## config.mk

```make
export PLATFORM = sky130hd
export DESIGN_NAME = fp_div_pack
export DESIGN_NICKNAME = d
export VERILOG_FILES = /design/src/rtl/fp_div_pack.sv
export SDC_FILE = /design/constraint.sdc
export NUM_CORES = 1
export LEC_CHECK = 0
export CORE_MARGIN = 8
export CORE_UTILIZATION = 44
export DETAILED_ROUTE_END_ITERATION = 12
export PLACE_DENSITY = 0.78
export SYNTH_ARGS = -nofsm -noshare
export SYNTH_HDL_FRONTEND = slang
export SYNTH_SLANG_ARGS = --single-unit
```

## constraint.sdc

```tcl
create_clock -name clk -period 4.6 [get_ports clk]
set_input_delay 1.15 -clock clk [delete_from_list [all_inputs] [get_ports clk]]
set_output_delay 1.15 -clock clk [all_outputs]
set_load 0.02 [all_outputs]
```

## src/rtl/fp_div_pack.sv

```systemverilog
// Sign/exponent/special-case packing stage for the FP32 divider: 2-stage valid/ready pipeline.
// Optional sticky IEEE exception flags are enabled with `define FP_DIV_PACK_FLAGS_EN.
module fp_div_pack #(
  parameter int EXP_WIDTH = 8,
  parameter int MAN_WIDTH = 23,
  parameter int BIAS      = 127
) (
  input  logic                         clk,
  input  logic                         reset,
  input  logic                         in_valid,
  output logic                         in_ready,
  input  logic [EXP_WIDTH+MAN_WIDTH:0] a,
  input  logic [EXP_WIDTH+MAN_WIDTH:0] b,
  input  logic [MAN_WIDTH-1:0]         m3,
  input  logic                         decrement_exponent,
  output logic                         out_valid,
  input  logic                         out_ready,
`ifdef FP_DIV_PACK_FLAGS_EN
  input  logic                         flag_clear,
  output logic [3:0]                   flags,
`endif
  output logic [EXP_WIDTH+MAN_WIDTH:0] result
);

  localparam int W  = 1 + EXP_WIDTH + MAN_WIDTH;
  localparam int EW = EXP_WIDTH + 2;

  localparam logic [1:0] CLS_NORM = 2'd0;
  localparam logic [1:0] CLS_ZERO = 2'd1;
  localparam logic [1:0] CLS_INF  = 2'd2;
  localparam logic [1:0] CLS_NAN  = 2'd3;

  localparam logic signed [EW-1:0] BIAS_E = EW'(BIAS);
  localparam logic signed [EW-1:0] EMAX   = EW'((1 << EXP_WIDTH) - 1);
  localparam logic signed [EW-1:0] EZERO  = '0;

  localparam logic [EXP_WIDTH-1:0] EXP_ONES = '1;
  localparam logic [EXP_WIDTH-1:0] EXP_ZERO = '0;
  localparam logic [MAN_WIDTH-1:0] MAN_ZERO = '0;
  localparam logic [W-1:0]         QNAN     = {1'b0, EXP_ONES, 1'b1, {(MAN_WIDTH-1){1'b0}}};

  function automatic logic [1:0] classify(input logic [EXP_WIDTH-1:0] ex,
                                          input logic [MAN_WIDTH-1:0] fr);
    if (ex == EXP_ZERO)      classify = CLS_ZERO;  // subnormals flush to zero
    else if (ex == EXP_ONES) classify = (fr == MAN_ZERO) ? CLS_INF : CLS_NAN;
    else                     classify = CLS_NORM;
  endfunction

  function automatic logic signed [EW-1:0] biased_exp(input logic [EXP_WIDTH-1:0] ea,
                                                      input logic [EXP_WIDTH-1:0] eb,
                                                      input logic             dec);
    biased_exp = $signed({2'b00, ea}) - $signed({2'b00, eb}) + BIAS_E
                 - $signed({{(EW-1){1'b0}}, dec});
  endfunction

  function automatic logic is_nan_case(input logic [1:0] ca, input logic [1:0] cb);
    is_nan_case = (ca == CLS_NAN) || (cb == CLS_NAN) ||
                  ((ca == CLS_ZERO) && (cb == CLS_ZERO)) ||
                  ((ca == CLS_INF) && (cb == CLS_INF));
  endfunction

  // Special operands first, then saturation to inf or flush to zero on range.
  function automatic logic [W-1:0] pack(input logic                 sign,
                                        input logic [1:0]           ca,
                                        input logic [1:0]           cb,
                                        input logic signed [EW-1:0] e,
                                        input logic [MAN_WIDTH-1:0] m);
    if (is_nan_case(ca, cb))                pack = QNAN;
    else if (ca == CLS_INF || cb == CLS_ZERO) pack = {sign, EXP_ONES, MAN_ZERO};
    else if (ca == CLS_ZERO || cb == CLS_INF) pack = {sign, EXP_ZERO, MAN_ZERO};
    else if (e >= EMAX)                     pack = {sign, EXP_ONES, MAN_ZERO};
    else if (e <= EZERO)                    pack = {sign, EXP_ZERO, MAN_ZERO};
    else                                    pack = {sign, e[EXP_WIDTH-1:0], m};
  endfunction

  logic                 vld_p1, vld_p2;
  logic                 load_p1, load_p2, move_p2;
  logic                 sign_p1;
  logic signed [EW-1:0] e_p1;
  logic [MAN_WIDTH-1:0] m3_p1;
  logic [1:0]           cls_a_p1, cls_b_p1;
  logic [W-1:0]         result_p2;

  assign load_p2   = ~vld_p2 | out_ready;
  assign in_ready  = ~vld_p1 | load_p2;
  assign load_p1   = in_valid & in_ready;
  assign move_p2   = vld_p1 & load_p2;
  assign out_valid = vld_p2;
  assign result    = result_p2;

  always_ff @(posedge clk) begin
    if (reset) begin
      vld_p1    <= 1'b0;
      vld_p2    <= 1'b0;
      result_p2 <= '0;
    end else begin
      if (in_ready) vld_p1 <= in_valid;
      if (load_p2)  vld_p2 <= vld_p1;
      if (move_p2)  result_p2 <= pack(sign_p1, cls_a_p1, cls_b_p1, e_p1, m3_p1);
    end
  end

  // Stage 1: sign, biased exponent, operand classes
  always_ff @(posedge clk) begin
    if (load_p1) begin
      sign_p1  <= a[W-1] ^ b[W-1];
      e_p1     <= biased_exp(a[W-2:MAN_WIDTH], b[W-2:MAN_WIDTH], decrement_exponent);
      m3_p1    <= m3;
      cls_a_p1 <= classify(a[W-2:MAN_WIDTH], a[MAN_WIDTH-1:0]);
      cls_b_p1 <= classify(b[W-2:MAN_WIDTH], b[MAN_WIDTH-1:0]);
    end
  end

`ifdef FP_DIV_PACK_FLAGS_EN
  function automatic logic [3:0] pack_flags(input logic [1:0]           ca,
                                            input logic [1:0]           cb,
                                            input logic signed [EW-1:0] e);
    pack_flags = 4'b0000;
    if (is_nan_case(ca, cb))
      pack_flags[3] = 1'b1;
    else if (ca == CLS_INF || cb == CLS_ZERO)
      pack_flags[2] = (cb == CLS_ZERO) && (ca == CLS_NORM);
    else if (ca == CLS_ZERO || cb == CLS_INF)
      pack_flags = 4'b0000;
    else if (e >= EMAX)
      pack_flags[1] = 1'b1;
    else if (e <= EZERO)
      pack_flags[0] = 1'b1;
  endfunction

  logic [3:0] pend_p2;

  // Stage 2 flags ride with the result and become sticky only once it is accepted.
  always_ff @(posedge clk) begin
    if (reset) begin
      pend_p2 <= 4'b0000;
      flags   <= 4'b0000;
    end else begin
      if (move_p2) pend_p2 <= pack_flags(cls_a_p1, cls_b_p1, e_p1);
      flags <= (flag_clear ? 4'b0000 : flags) | ((vld_p2 & out_ready) ? pend_p2 : 4'b0000);
    end
  end
`endif

endmodule

```

# Yosys cells after proc, flatten, opt, wreduce, memory -nomap -nowiden
# Cells that the tools add are included.
# totals
mem_bits_ro	0
n_memories	0
latch_bits	0
input_bits	92
output_inout_bits	34
ramBits	0
regBits	72
word_cells	54
# op_classes
magnitude_cmp	2
multipliers	0
add_sub_neg	3
n_bitwise	9
n_mux	9
n_shift	0
reduce_logical	13
div	0
n_eq_ne	8
# op_table
cell	count
$mux 31	4
$logic_not 23->1	2
$mux 32	1
$eq 8x8->1 const B	2
$logic_not 8->1	2
$add 9x8->10 const B	1
$ge 10x9->1 const B	1
$le 10x1->1 const B	1
$sub 10x2->10	1
$sub 8x8->9	1
$eq 2x2->1 const B	4
$logic_or 1x1->1	5
$eq 2x1->1 const B	2
$mux 1	4
$not 1->1	4
$reduce_or 2->1	2
$and 1x1->1	2
$logic_and 1x1->1	2
$or 1x1->1	2
$xor 1x1->1	1

# Logic depth before layout (Yosys ltp)
# depth
word_depth	6
depth_mapped	13
mapped_depth_nobuf	13

# Worst setup path before layout
# OpenSTA, ideal clock, no wires.
# synth_path
path_kind	input to register
startpoint	input port a[23]
endpoint	register e_p1[7] (data pin)
path_buffers	0
stages	13
arrival_time_ps	3562
setup_time_ps	261
required_ps	4339
setup_slack_ps	777
path_cell_list	inv_1 -> ha_1 -> fa_1 -> and2b_1 -> o22a_1 -> xor2_1 -> inv_1 -> ha_1 -> o21ai_0 -> nand2b_1 -> a221o_1 -> o211ai_1 -> xnor2_1
# synth_between
elab_chain_cells	3
# synth_rtl
element	line	rtl
start: declaration	12	input logic [EXP_WIDTH+MAN_WIDTH:0] a,
$sub 8x8->9	52	biased_exp = $signed({2'b00, ea}) - $signed({2'b00, eb}) + BIAS_E
$add 9x8->10	52	
$sub 10x2->10	53	- $signed({{(EW-1){1'b0}}, dec});
end signal: assignment	107	e_p1 <= biased_exp(a[W-2:MAN_WIDTH], b[W-2:MAN_WIDTH], decrement_exponent);
end: declaration	79	logic signed [EW-1:0] e_p1;
# Every way passes these cells.
# A chain may end at the register's enable or synchronous reset.

# Final worst setup path
# layout_path
startpoint	input port a[23]
endpoint	register e_p1[8] (data pin)
# The elaborated chain is that of the path after synthesis.

==> impl_metrics.env <==
export IMPL_status="completed"
export IMPL_grt_max_degree=39
export IMPL_p_leak_nw=1.808
export IMPL_ir_worst_vdd_v=0.0001394
export IMPL_worst_path_buf_inv=3
export IMPL_start_util_pct=45.71
export IMPL_worst_pin_slew_ps=855.0
export IMPL_num_vias=2895
export IMPL_drtAntennaViolNets=0
export IMPL_clkPwrFrac_pct=31.1
export IMPL_layout_commonest_cell="clkdlybuf4s50_1"
export IMPL_clockBufferDepth=2
export IMPL_fin_crit_ps=4211
export IMPL_wl_um=8652
export IMPL_synth_avg_cell_area_um2=10.62
export IMPL_fin_area_mm2=0.004901
export IMPL_synth_ff_type="edfxtp_1"
export IMPL_cts_setup_buffers=0
export IMPL_grt_pass1_vias=3042
export IMPL_port_buffer_count=125
export IMPL_overflow=0
export IMPL_synthToLayoutAreaGrowth_pct=47.03
export IMPL_num_rows=31
export IMPL_critPathLaunchType="input pin"
export IMPL_cp_data_arrival_time_ps=4290
export IMPL_place_area_mm2=0.004687
export IMPL_path_class="input pin to flip-flop"
export IMPL_die_area_mm2=0.01062
export IMPL_slew_headroom_pct=43.00
export IMPL_synth_seq_cells=72
export IMPL_clk_pin_slew_worst_paths_ps=70
export IMPL_drc_errors=0
export IMPL_synth_edf_count=38
export IMPL_cts_htree_levels=3
export IMPL_grt_pass1_wl_um=14060
export IMPL_seq_area_frac_synth_pct=54.65
export IMPL_crit_fanout=3
export IMPL_syn_inst=314
export IMPL_seq_power_share_pct=46.9
export IMPL_dp_cells=530
export IMPL_final_cells=546
export IMPL_die_w_um=103.0
export IMPL_cpMaxStageDelayCell="clkdlybuf4s50_1"
export IMPL_crit_chain="clkdlybuf4s50_1 -> inv_1 -> ha_1 -> fa_1 -> xnor2_1 -> inv_1 -> ha_1 -> a21o_1 -> a21oi_1 -> o21bai_1 -> a221oi_1 -> or3_1 -> nand3_1"
export IMPL_cts_num_sinks=72
export IMPL_switching_share_pct=26.20
export IMPL_worstPathRequired_ps=4680
export IMPL_clkLatencyLatePin_ps=330
export IMPL_yosysUniqueCellTypes=46
export IMPL_cts_root_buf="clkbuf_8"
export IMPL_finClkSkew_ps=3.789
export IMPL_layout_drive_gt1_share_pct=5.145
export IMPL_die_h_um=103.0
export IMPL_final_period_utilization_pct=91.55
export IMPL_antenna_found_initial=0
export IMPL_cts_hold_fix_buffers=0
export IMPL_firstDrtPassIters=5
export IMPL_intPower_mw=1.219
export IMPL_power_frac_comb_pct=22.0
export IMPL_dp_hpwl_um=6964
export IMPL_hold_path_class="flip-flop to flip-flop"
export IMPL_synth_fp_nets=422
export IMPL_final_nets=550
export IMPL_post_cts_resize_count=0
export IMPL_cp_slowest_stage_delay_ps=520
export IMPL_drv_cap=0
export IMPL_end_kind="flip-flop"
export IMPL_hold_viol=0
export IMPL_yosysWarnings=0
export IMPL_via_per_inst=5.302
export IMPL_io_pins=126
export IMPL_drv_slew=0
export IMPL_cts_tree="built"
export IMPL_wl_per_cell_um=15.85
export IMPL_cts_buffers=9
export IMPL_grt_setup_unrepaired="no"
export IMPL_mostFrequentLayoutCells="clkdlybuf4s50_1, nor2_1, edfxtp_1"
export IMPL_crit_family="adder cells"
export IMPL_place_gp_congestion=0.8181
export IMPL_p_per_area_mw_per_mm2=337.0
export IMPL_core_area_mm2=0.007292
export IMPL_antenna_cells=0
export IMPL_power_switching_mw=0.4327
export IMPL_async_flop_share_pct=0
export IMPL_grt_total_usage_pct=17.26
export IMPL_first_iter_violations=156
export IMPL_syn_area_mm2=0.003333
export IMPL_finalSetupViolCount=0
export IMPL_max_freq_ghz=0.2375
export IMPL_hold_worst_slack_ps=462.8
export IMPL_setup_tns_ps=0
cells in the mapped netlist, types with 3 or more instances:
cell      number  area share (%)
inv_1         24             2.7
o21ai_0       13             2.0
dfxtp_1       34              20
nor4_1        15             2.8
a211oi_1       8             1.8
edfxtp_1      38              34
nor3_1         4            0.60
buf_2          3            0.45
a21oi_1        5            0.75
a21o_1         3            0.68
nand2_1        9             1.0
nand3_1        5            0.75
nor2_1        45             5.1
clkbuf_1       8            0.90
nor2b_1        4            0.75
xnor2_1       10             2.6
ha_1          14             5.3
a22oi_1       23             5.2
nand4_1        9             1.7
o21a_1         4            0.90
state kept, by name (all words and copies together) (netlist names):
name,flops
sign_p1,1
result,32
e_p1,10
cls_b_p1,2
cls_a_p1,2
m3_p1,23
out_valid,1
vld_p1,1
worst register-to-register path, cell delays in order (launching register included):
cell      delay, ps
dfxtp_1         320
nor2b_1         180
nand2b_1        210
nor3_4          310
and3_1          770
a22oi_1         190
nor2_1          150
kinds of logic after synthesis:
| group | Yosys count | synth area share [%] |
|---|---|---|
| compound gates | 75 | 15.99 |
| xor+xnor | 12 | 3.153 |
| fa+ha+maj | 16 | 6.457 |
| buf+inv | 35 | 4.054 |
| flops | 72 | 54.65 |
| simple gates | 104 | 15.69 |
worst paths after layout:
kind,slack [ps],cells past startpoint,to,start
worst min-delay path,460,2,result[31],result[31]
worst max register to register,2420,6,result[15],out_valid
worst max-delay path,390,13,e_p1[8],a[23]
worst min register to register,460,2,result[31],result[31]
power by group through the flow:
stage                     combinational, mW  sequential [mW]  clock, mW
after global routing                  0.404            0.780      0.557
after detailed placement              0.363            0.789          0
after CTS                             0.365            0.774      0.526
after global placement                0.350            0.786          0
final                                 0.364            0.774      0.514
after floorplan                       0.211            0.786          0
per-layer routing:
layer  part of all wire, %  up-vias  wire length, um  global-route usage (%)
met5                     0        -                0                       0
met4                  0.64        0               55                   5.228
met3                    11        6              993                   7.900
met2                    48      140             4125                   29.28
met1                    40     1326             3477                   18.83
li1                      -     1423                -                       -
final cells by class:
class                   count  area [um^2]
multi-input cells         207         1378
repair buffers            128         1274
well taps                  99        123.9
inverters                  24        90.09
flip-flops and latches     72         1822
fillers                   579         2391
clock inverters             6        65.06
clock buffers              10        148.9
stage by stage:
step           setup WS, ps  power, mW  util [%]
2_1_floorplan         776.9     0.9967         -
3_3_place_gp          188.0      1.136     64.28
3_5_place_dp          52.03      1.152     64.28
4_1_cts               415.6      1.665     67.21
5_1_grt               198.6      1.741     67.21
6_report              388.7      1.652     67.21
Power figures use the tool's default switching activity.
